--- config.mk ---
export PLATFORM = sky130hd
export DESIGN_NAME = entropy_conditioner
export DESIGN_NICKNAME = d
export VERILOG_FILES = /design/src/rtl/entropy_conditioner.sv
export SDC_FILE = /design/constraint.sdc
export NUM_CORES = 1
export LEC_CHECK = 0
export ABC_AREA = 1
export BUFFER_PORTS_ARGS = -buffer_cell sky130_fd_sc_hd__buf_2
export CAP_MARGIN = 40
export CORE_MARGIN = 5
export CORE_UTILIZATION = 40
export DETAILED_ROUTE_END_ITERATION = 7
export GPL_TIMING_DRIVEN = 0
export SLEW_MARGIN = 20
export SYNTH_ARGS = -nofsm -noshare
export SYNTH_HDL_FRONTEND = slang
export SYNTH_SLANG_ARGS = --single-unit
--- constraint.sdc ---
create_clock -name clk -period 3.14 [get_ports clk]
set_clock_uncertainty 0.1 [all_clocks]
set_input_delay 0.785 -clock clk [delete_from_list [all_inputs] [get_ports clk]]
set_output_delay 0.785 -clock clk [all_outputs]
set_load 0.005 [all_outputs]
--- src/rtl/entropy_conditioner.sv ---
// Entropy conditioner: pops health-checked noise words from the health FIFO,
// XOR-folds RATIO words into one OUT_W-bit word, drops DISCARD warm-up words
// and presents the result on a valid/ready port. A permanent health failure
// latches a sticky fault and stops all FIFO reads until reset.
module entropy_conditioner #(
    parameter int unsigned SAMPLE_SIZE = 256,
    parameter int unsigned OUT_W       = 32,
    parameter int unsigned RATIO       = 2,
    parameter int unsigned DISCARD     = 1
) (
    input  logic                   clk,
    input  logic                   rst,
    input  logic [SAMPLE_SIZE-1:0] fifo_rdata,
    input  logic                   fifo_empty,
    output logic                   fifo_deque,
    input  logic                   inter_fail,
    input  logic                   perm_fail,
    output logic [OUT_W-1:0]       out_data,
    output logic                   out_valid,
    input  logic                   out_ready,
    output logic                   fault,
    output logic [15:0]            words_out
);

    localparam int unsigned NCHUNK = SAMPLE_SIZE / OUT_W;
    localparam int unsigned CIDX_W = (NCHUNK > 1) ? $clog2(NCHUNK) : 1;
    localparam int unsigned SCNT_W = $clog2(RATIO + 1);
    localparam int unsigned DCNT_W = (DISCARD > 0) ? $clog2(DISCARD + 1) : 1;

    localparam logic [2:0] IDLE  = 3'd0;
    localparam logic [2:0] POP   = 3'd1;
    localparam logic [2:0] LATCH = 3'd2;
    localparam logic [2:0] FOLD  = 3'd3;
    localparam logic [2:0] OUT   = 3'd4;
    localparam logic [2:0] FAULT = 3'd5;

    logic [2:0]                   state, state_d;
    logic [OUT_W-1:0]             acc, acc_d;
    logic [CIDX_W-1:0]            chunk_idx, chunk_idx_d;
    logic [SCNT_W-1:0]            sample_cnt, sample_cnt_d;
    logic [DCNT_W-1:0]            discard_cnt, discard_cnt_d;
    logic [NCHUNK-1:0][OUT_W-1:0] sample_reg, sample_reg_d;
    logic [OUT_W-1:0]             out_data_d;
    logic                         out_valid_d;
    logic                         fault_d;
    logic [15:0]                  words_out_d;

    logic [OUT_W-1:0]             acc_x;
    logic [SCNT_W-1:0]            sample_cnt_inc;

    // Pop strobe is a pure decode of the POP state
    assign fifo_deque = (state == POP);

    // Next-state and datapath update
    always_comb begin
        state_d       = state;
        acc_d         = acc;
        chunk_idx_d   = chunk_idx;
        sample_cnt_d  = sample_cnt;
        discard_cnt_d = discard_cnt;
        sample_reg_d  = sample_reg;
        out_data_d    = out_data;
        out_valid_d   = out_valid;
        fault_d       = fault;
        words_out_d   = words_out;

        acc_x          = acc ^ sample_reg[chunk_idx];
        sample_cnt_inc = sample_cnt + SCNT_W'(1);

        case (state)
            IDLE, POP, LATCH, FOLD: begin
                if (inter_fail) begin
                    // Abort the word in progress and restart warm-up
                    acc_d         = '0;
                    sample_cnt_d  = '0;
                    chunk_idx_d   = '0;
                    discard_cnt_d = '0;
                    state_d       = IDLE;
                end else begin
                    case (state)
                        IDLE: begin
                            if (!fifo_empty) state_d = POP;
                        end
                        POP: begin
                            state_d = LATCH;
                        end
                        LATCH: begin
                            sample_reg_d = fifo_rdata;
                            chunk_idx_d  = '0;
                            state_d      = FOLD;
                        end
                        default: begin
                            acc_d       = acc_x;
                            chunk_idx_d = chunk_idx + CIDX_W'(1);
                            if (chunk_idx == CIDX_W'(NCHUNK - 1)) begin
                                chunk_idx_d = '0;
                                if (32'(sample_cnt_inc) < RATIO) begin
                                    sample_cnt_d = sample_cnt_inc;
                                    state_d      = IDLE;
                                end else if (32'(discard_cnt) < DISCARD) begin
                                    discard_cnt_d = discard_cnt + DCNT_W'(1);
                                    acc_d         = '0;
                                    sample_cnt_d  = '0;
                                    state_d       = IDLE;
                                end else begin
                                    out_data_d   = acc_x;
                                    out_valid_d  = 1'b1;
                                    acc_d        = '0;
                                    sample_cnt_d = '0;
                                    state_d      = OUT;
                                end
                            end
                        end
                    endcase
                end
            end
            OUT: begin
                // A completed word survives an intermittent failure
                if (inter_fail) begin
                    discard_cnt_d = '0;
                    acc_d         = '0;
                end
                if (out_valid && out_ready) begin
                    out_valid_d = 1'b0;
                    words_out_d = words_out + 16'd1;
                    state_d     = IDLE;
                end
            end
            FAULT: begin
                state_d = FAULT;
            end
            default: begin
                state_d = IDLE;
            end
        endcase

        // Permanent failure overrides everything except reset
        if (perm_fail) begin
            state_d     = FAULT;
            fault_d     = 1'b1;
            out_valid_d = 1'b0;
            words_out_d = words_out;
        end
    end

    // State and datapath registers with synchronous reset
    always_ff @(posedge clk) begin
        if (rst) begin
            state       <= IDLE;
            acc         <= '0;
            chunk_idx   <= '0;
            sample_cnt  <= '0;
            discard_cnt <= '0;
            sample_reg  <= '0;
            out_data    <= '0;
            out_valid   <= 1'b0;
            fault       <= 1'b0;
            words_out   <= '0;
        end else begin
            state       <= state_d;
            acc         <= acc_d;
            chunk_idx   <= chunk_idx_d;
            sample_cnt  <= sample_cnt_d;
            discard_cnt <= discard_cnt_d;
            sample_reg  <= sample_reg_d;
            out_data    <= out_data_d;
            out_valid   <= out_valid_d;
            fault       <= fault_d;
            words_out   <= words_out_d;
        end
    end

endmodule
==> metrics.md, run 1 <==
| Metric | Value |
|---|---|
| Residual DRC | `0` |
| Post-CTS Setup Inserts | `0` |
| Crit-path slowest cell | `dfxtp_1` |
| LEAKAGE | `8.31 nW` |
| RSZ-0062 raised after global routing | `false` |
| First-pass DRT Iterations | `6` |
| IO Port Bufs | `311` |
| Gr usage total | `0.278` |
| Status | `finished, final reports clean` |
| Fin crit share | `0.777` |
| GR Util met1 | `0.382` |
| First-pass GRT wire length | `92700 um` |
| Worst EP arrival | `1.55 ns` |
| Max incr delay on CP | `0.47 ns` |
| Final setup viols | `0` |
| # Max-Cap Violations | `0` |
| Met2 usage | `0.423` |
| Post-CTS resize count | `0` |
| Post-route cell area | `19400 um^2` |
| Final cell utilization of the core | `0.499` |
| YS warnings | `0` |
| Die area | `43400 um^2` |
| Crit-path cells | `inv_1 -> nand2_1 -> nor2_1 -> buf_2` |
| Top Ports | `313` |
| Slew Viols, Final | `0` |
| Register area share after synthesis | `0.440` |
| Post-Route WL | `63000 um` |
| Met3 GRT Util | `0.0603` |
| Gpl congestion | `0.945` |
| Primary FF master, synth | `dfxtp_1` |
| Number of flops mapped to enable cells by yosys | `0` |
| Setup TNS | `0 ns` |
| Cell Area, Synth | `15700 um^2` |
| Number of DRC markers in iteration 0 | `1396` |
| Buf/Inv on CP | `2` |
| Register clock-pin slew on the reported worst setup and hold paths | `0.06 ns` |
| CTS sink count | `346` |
| Final net count | `2928` |
| Max clock buf depth | `3` |
| Proportion of layout cells with a drive suffix above 1 | `0.174` |
| Slew HR | `0.458` |
| Max VDD drop | `0.347 mV` |
| Initial antenna violation count | `1` |
| Hold buffers post-CTS | `0` |
| Post-synth net total | `2575` |
| Asr flop ratio synth | `0` |
| CTS H-tree depth | `2` |
| Antenna-violating nets left | `0` |
| #FFs+latches synth | `346` |
| TritonCTS buffer count | `39` |
| # fillers | `3988` |
| Least-Margin Pin Slew | `0.813 ns` |
| Placed cell area | `18000 um^2` |
| Sequential Area | `6930 um^2` |
| Vias | `16465` |
| DR WL/cell | `19.6 um` |
| Cell variety after synth | `29` |
| DP HPWL | `49300 um` |
| Setup Crit Path Kind | `reg -> out` |
| Final Hold Fails | `0` |
| Skew-Pair Late Insertion Delay | `0.55 ns` |
| Reg2Reg Setup Slack | `0.71 ns` |
| Worst EP required | `2.25 ns` |
| CP endpoint kind | `primary output` |
| Power Dens Cells | `557 nW/um^2` |
| Pwr Total | `0.0108 W` |
| Multi-input gate area | `6650 um^2` |
| Starting Density | `0.405` |
| Largest net degree at the start of global routing | `14` |
| Row count | `72` |
| Routed vias/inst | `5.13` |
| Core area | `38800 um^2` |
| Total congestion overflow | `0` |
| Top Usage Layer GRT | `met2` |
| Die Width | `208 um` |
| Minimum clock period | `2.44 ns` |
| Max reg flops | `256` |
| Synth Instances | `2310` |
| Vias in the first global route | `15899` |
| TritonCTS clock tree | `built` |
| Die height | `208 um` |
| Startpoint Class | `register` |
| Crit-path leading delay family | `flip-flops` |
| Max Freq | `410 MHz` |
| ANT cells | `0` |
| Syn Area/Cell | `6.81 um^2` |
| Root buffer cell | `clkbuf_16` |
| Area growth from synthesis to layout | `23.0%` |
| Worst hold path type | `reg -> reg` |
| CP max FO | `7` |
==> per-stage QoR <==
stage                     hold slack (ns)  instances  setup slack, ns
after floorplan                     0.324       2310             1.25
after global placement              0.333       3139            0.274
after detailed placement            0.337       3140            0.311
after CTS                           0.346       3210            0.691
after global routing                0.359       3210            0.504
final                               0.346       3210            0.701
==> final timing paths <==
check,endpoint,start,cells past startpoint
hold reg to reg,sample_reg[224],sample_reg[224],2
setup / recovery,fifo_deque,state[2],4
setup reg to reg,out_data[19],chunk_idx[0],11
hold / removal,sample_reg[224],sample_reg[224],2
==> worst min-delay path, cell delays in order, from the launching register on <==
cell and delay, ns:
dfxtp_1 0.31, inv_1 0.05, a21oi_1 0.05
==> synthesized netlist by cell type, types with 5 or more instances <==
cell      instances  area share
buf_6             5      0.0036
clkbuf_1         73       0.017
o21ai_0         273       0.087
inv_1           378       0.090
nor2_1           30      0.0072
buf_2            61       0.019
nand2_1         502        0.12
nand4_1           5      0.0020
nand3_1         247       0.079
dfxtp_1         346        0.44
nor3_1            5      0.0016
a21oi_1         334        0.11
buf_1            11      0.0026
nand3_2          12      0.0076
==> routing by layer <==
metal | share of wire | vias to the layer above
met4 | 0.043 | 0
met5 | 0 | -
met2 | 0.43 | 660
met1 | 0.44 | 7600
met3 | 0.086 | 115
li1 | - | 8090
==> area by class of cell <==
| type | instances | share of cell area |
|---|---|---|
| Buffer | 155 | 0.0375 |
| Clock buffer | 57 | 0.0602 |
| Clock inverter | 13 | 0.0124 |
| Inverter | 381 | 0.0739 |
| Multi-Input combinational cell | 1428 | 0.344 |
| Sequential cell | 346 | 0.358 |
| Tap cell | 518 | 0.0335 |
| Timing Repair Buffer | 312 | 0.0810 |
==> placed cells by master, fill, tap and decap left out, drive strengths merged <==
cell type    n
nand3      259
xor2         3
nor2        31
clkinv       6
inv        381
buf        394
xnor2        1
bufinv       7
o21ai      273
nand3b       4
dfxtp      346
ha           3
nand4        5
a21oi      337
and3         1
o221a        1
nor3         7
clkbuf     130
nand2      503
==> where the power goes <==
group	switching [W]	internal, W
registers	0.0000442	0.00448
logic	0.000834	0.000388
clock network	0.00188	0.00315
==> logic make-up after synthesis <==
| family | count (synthesis) | share of synthesized area |
|---|---|---|
| compound gates | 611 | 0.196 |
| simple gates | 810 | 0.222 |
| flops | 346 | 0.440 |
| fa+ha+maj | 3 | 0.00239 |
| buf+inv | 536 | 0.137 |
| xor+xnor | 4 | 0.00223 |
No activity file was read; power rests on OpenSTA's default activity.
==> inputs of run 2 (changes only) <==
Clock period 3.14 ns to 2.15 ns, I/O delays scaled along.
==> run 2 against run 1 <==
Net effect: die area unchanged; sequential share of layout area is 0.21 points lower; total power is 46% higher; worst setup slack got worse by 0.66 ns; via count increased by 0.39%; sequential cell count unchanged; register-to-register slack worse by 0.67 ns; non-clock buffer count unchanged; utilization rose by 0.33 points; critical path type is now reg -> reg; critical endpoint is now out_data[18]; largest cell class unchanged.
==> metrics.md, run 2 (synthesis results as in run 1) <==
| Metric | Value |
|---|---|
| Max reg flops | `256` |
| Vias | `16530` |
| LEAKAGE | `8.35 nW` |
| Status | `finished, final reports clean` |
| Hold path start | `fifo_rdata[115]` |
| CTS sink count | `346` |
| Initial antenna violation count | `2` |
| CTS H-tree depth | `2` |
| Setup Crit Path Kind | `reg -> reg` |
| Most common cell after layout, fill and taps aside | `nand2_1` |
| Final cell utilization of the core | `0.502` |
| Post-Route WL | `63200 um` |
| DP HPWL | `49300 um` |
| Residual DRC | `0` |
| Pwr Total | `0.0158 W` |
| Max clock buf depth | `3` |
| Clock Power Share | `0.466` |
| Least-Margin Pin Slew | `0.689 ns` |
| Largest net degree at the start of global routing | `14` |
| Slew HR | `0.541` |
| Hold buffers post-CTS | `0` |
| Sequential power share | `0.419` |
| Skew-Pair Late Insertion Delay | `0.55 ns` |
| TritonCTS clock tree | `built` |
| First-pass DRT Iterations | `6` |
| Row count | `72` |
| First-pass GRT wire length | `92700 um` |
| Worst EP arrival | `2.47 ns` |
| Worst hold path type | `in -> reg` |
| Area growth from synthesis to layout | `23.8%` |
| Top Ports | `313` |
| Net Sw Frac | `0.257` |
| Startpoint Class | `register` |
| Gr usage total | `0.278` |
| Vias in the first global route | `15892` |
| Core area | `38800 um^2` |
| RR Startpoint | `chunk_idx[1]` |
| Antenna-violating nets left | `0` |
| Fin crit share | `0.983` |
| IO Port Bufs | `311` |
| Max VDD drop | `0.507 mV` |
| Die area | `43400 um^2` |
| Worst EP required | `2.51 ns` |
| Net load switching power | `0.00405 W` |
| Power Dens Cells | `810 nW/um^2` |
| Final net count | `2928` |
| Die height | `208 um` |
| Register clock-pin slew on the reported worst setup and hold paths | `0.06 ns` |
| Crit path launch | `chunk_idx[1]` |
| TritonCTS buffer count | `39` |
| Number of DRC markers in iteration 0 | `1375` |
| CP endpoint kind | `register` |
| Die Width | `208 um` |
| Final Hold Fails | `0` |
| # Max-Cap Violations | `0` |
| Slew Viols, Final | `0` |
| Combinational power share | `0.115` |
| Pint | `0.0117 W` |
| Crit-path cells | `clkbuf_4 -> clkbuf_4 -> nand3_1 -> nand3_1 -> nand3_1 -> nand2_1 -> nand2_1 -> nand2_1 -> inv_1` |
| Most frequent cells in the layout | `nand2_1 (502), inv_1 (377), buf_2 (358)` |
| Starting Density | `0.405` |
| Max Freq | `473 MHz` |
| Final setup viols | `0` |
| Gpl congestion | `0.945` |
| Total congestion overflow | `0` |
| Root buffer cell | `clkbuf_16` |
| Proportion of layout cells with a drive suffix above 1 | `0.184` |
| DR WL/cell | `19.7 um` |
| Max incr delay on CP | `0.44 ns` |
| Minimum clock period | `2.11 ns` |
| Crit-path slowest cell | `dfxtp_1` |
| CP max FO | `10` |
| Routed vias/inst | `5.15` |
[run 2: changes by cell type in the layout (fill, tap and decap cells not counted), moves of 6 or more]
cell	previous run	this run
buf_2	372	358
clkbuf_4	0	12
clkbuf_1	81	72
clkbuf_2	0	9
nand3_1	247	238
nand3_2	12	20
o21ai_0	273	267
o21ai_1	0	6
[run 2: what timing repair did]
item	in CTS	in global routing
pin swaps	0	0
buffers inserted	0	0
resized for setup	20	40
endpoints found under the setup margin	60	49
[run 2: per-layer routing]
layer  part of all wire  global-route usage  vias to the layer above
met5            0.00021                   0                        -
met4              0.045               0.117                        2
met3              0.087              0.0595                      119
met2               0.43               0.425                      674
met1               0.44               0.382                     7636
li1                   -                   -                     8099
[run 2: worst max-delay path, delay by kind of cell, from the launching register on]
kind	cells	cell delay (ns)
AND/OR/NAND/NOR	6	0.85
buffers and inverters	3	0.61
flip-flops	1	0.44
[run 2: cell type report]
class	instances	area [um^2]
Buffer	155	792
Inverter	381	1430
Clock buffer	57	1170
Multi-Input combinational cell	1428	6710
Tap cell	518	648
Timing Repair Buffer	312	1570
Antenna cell	1	2.50
Sequential cell	346	6930
Fill cell	3980	19300
Clock inverter	13	240
[run 2: metrics by stage]
| step | instance area (um^2) | TNS [ns] | setup WS [ns] | std cells | hold slack (ns) |
|---|---|---|---|---|---|
| after detailed placement | 18000 | -51.66 | -0.432 | 3140 | 0.337 |
| final | 19500 | 0 | 0.0374 | 3211 | 0.171 |
| after global placement | 17900 | -68.79 | -0.469 | 3139 | 0.333 |
| after CTS | 19400 | 0 | 0.00755 | 3210 | 0.147 |
| after floorplan | 15700 | 0 | 0.474 | 2310 | 0.324 |
| after global routing | 19500 | -0.0142 | -0.0118 | 3210 | 0.181 |
[run 2: final timing paths]
path / endpoint / slack (ns) / depth (start not counted)
max: out_data[18] / 0.04 / 9
min: sample_reg[115] / 0.17 / 3
max reg2reg: out_data[18] / 0.04 / 9
min reg2reg: sample_reg[94] / 0.35 / 2
[run 2: power by group through the flow]
stage,clock network (W),registers [W],logic (W)
finish,0.00735,0.00662,0.00182
global route,0.00771,0.00663,0.00198
CTS,0.00744,0.00661,0.00176
detailed placement,0,0.00675,0.00174
global placement,0,0.00675,0.00172
floorplan,0,0.00674,0.000963
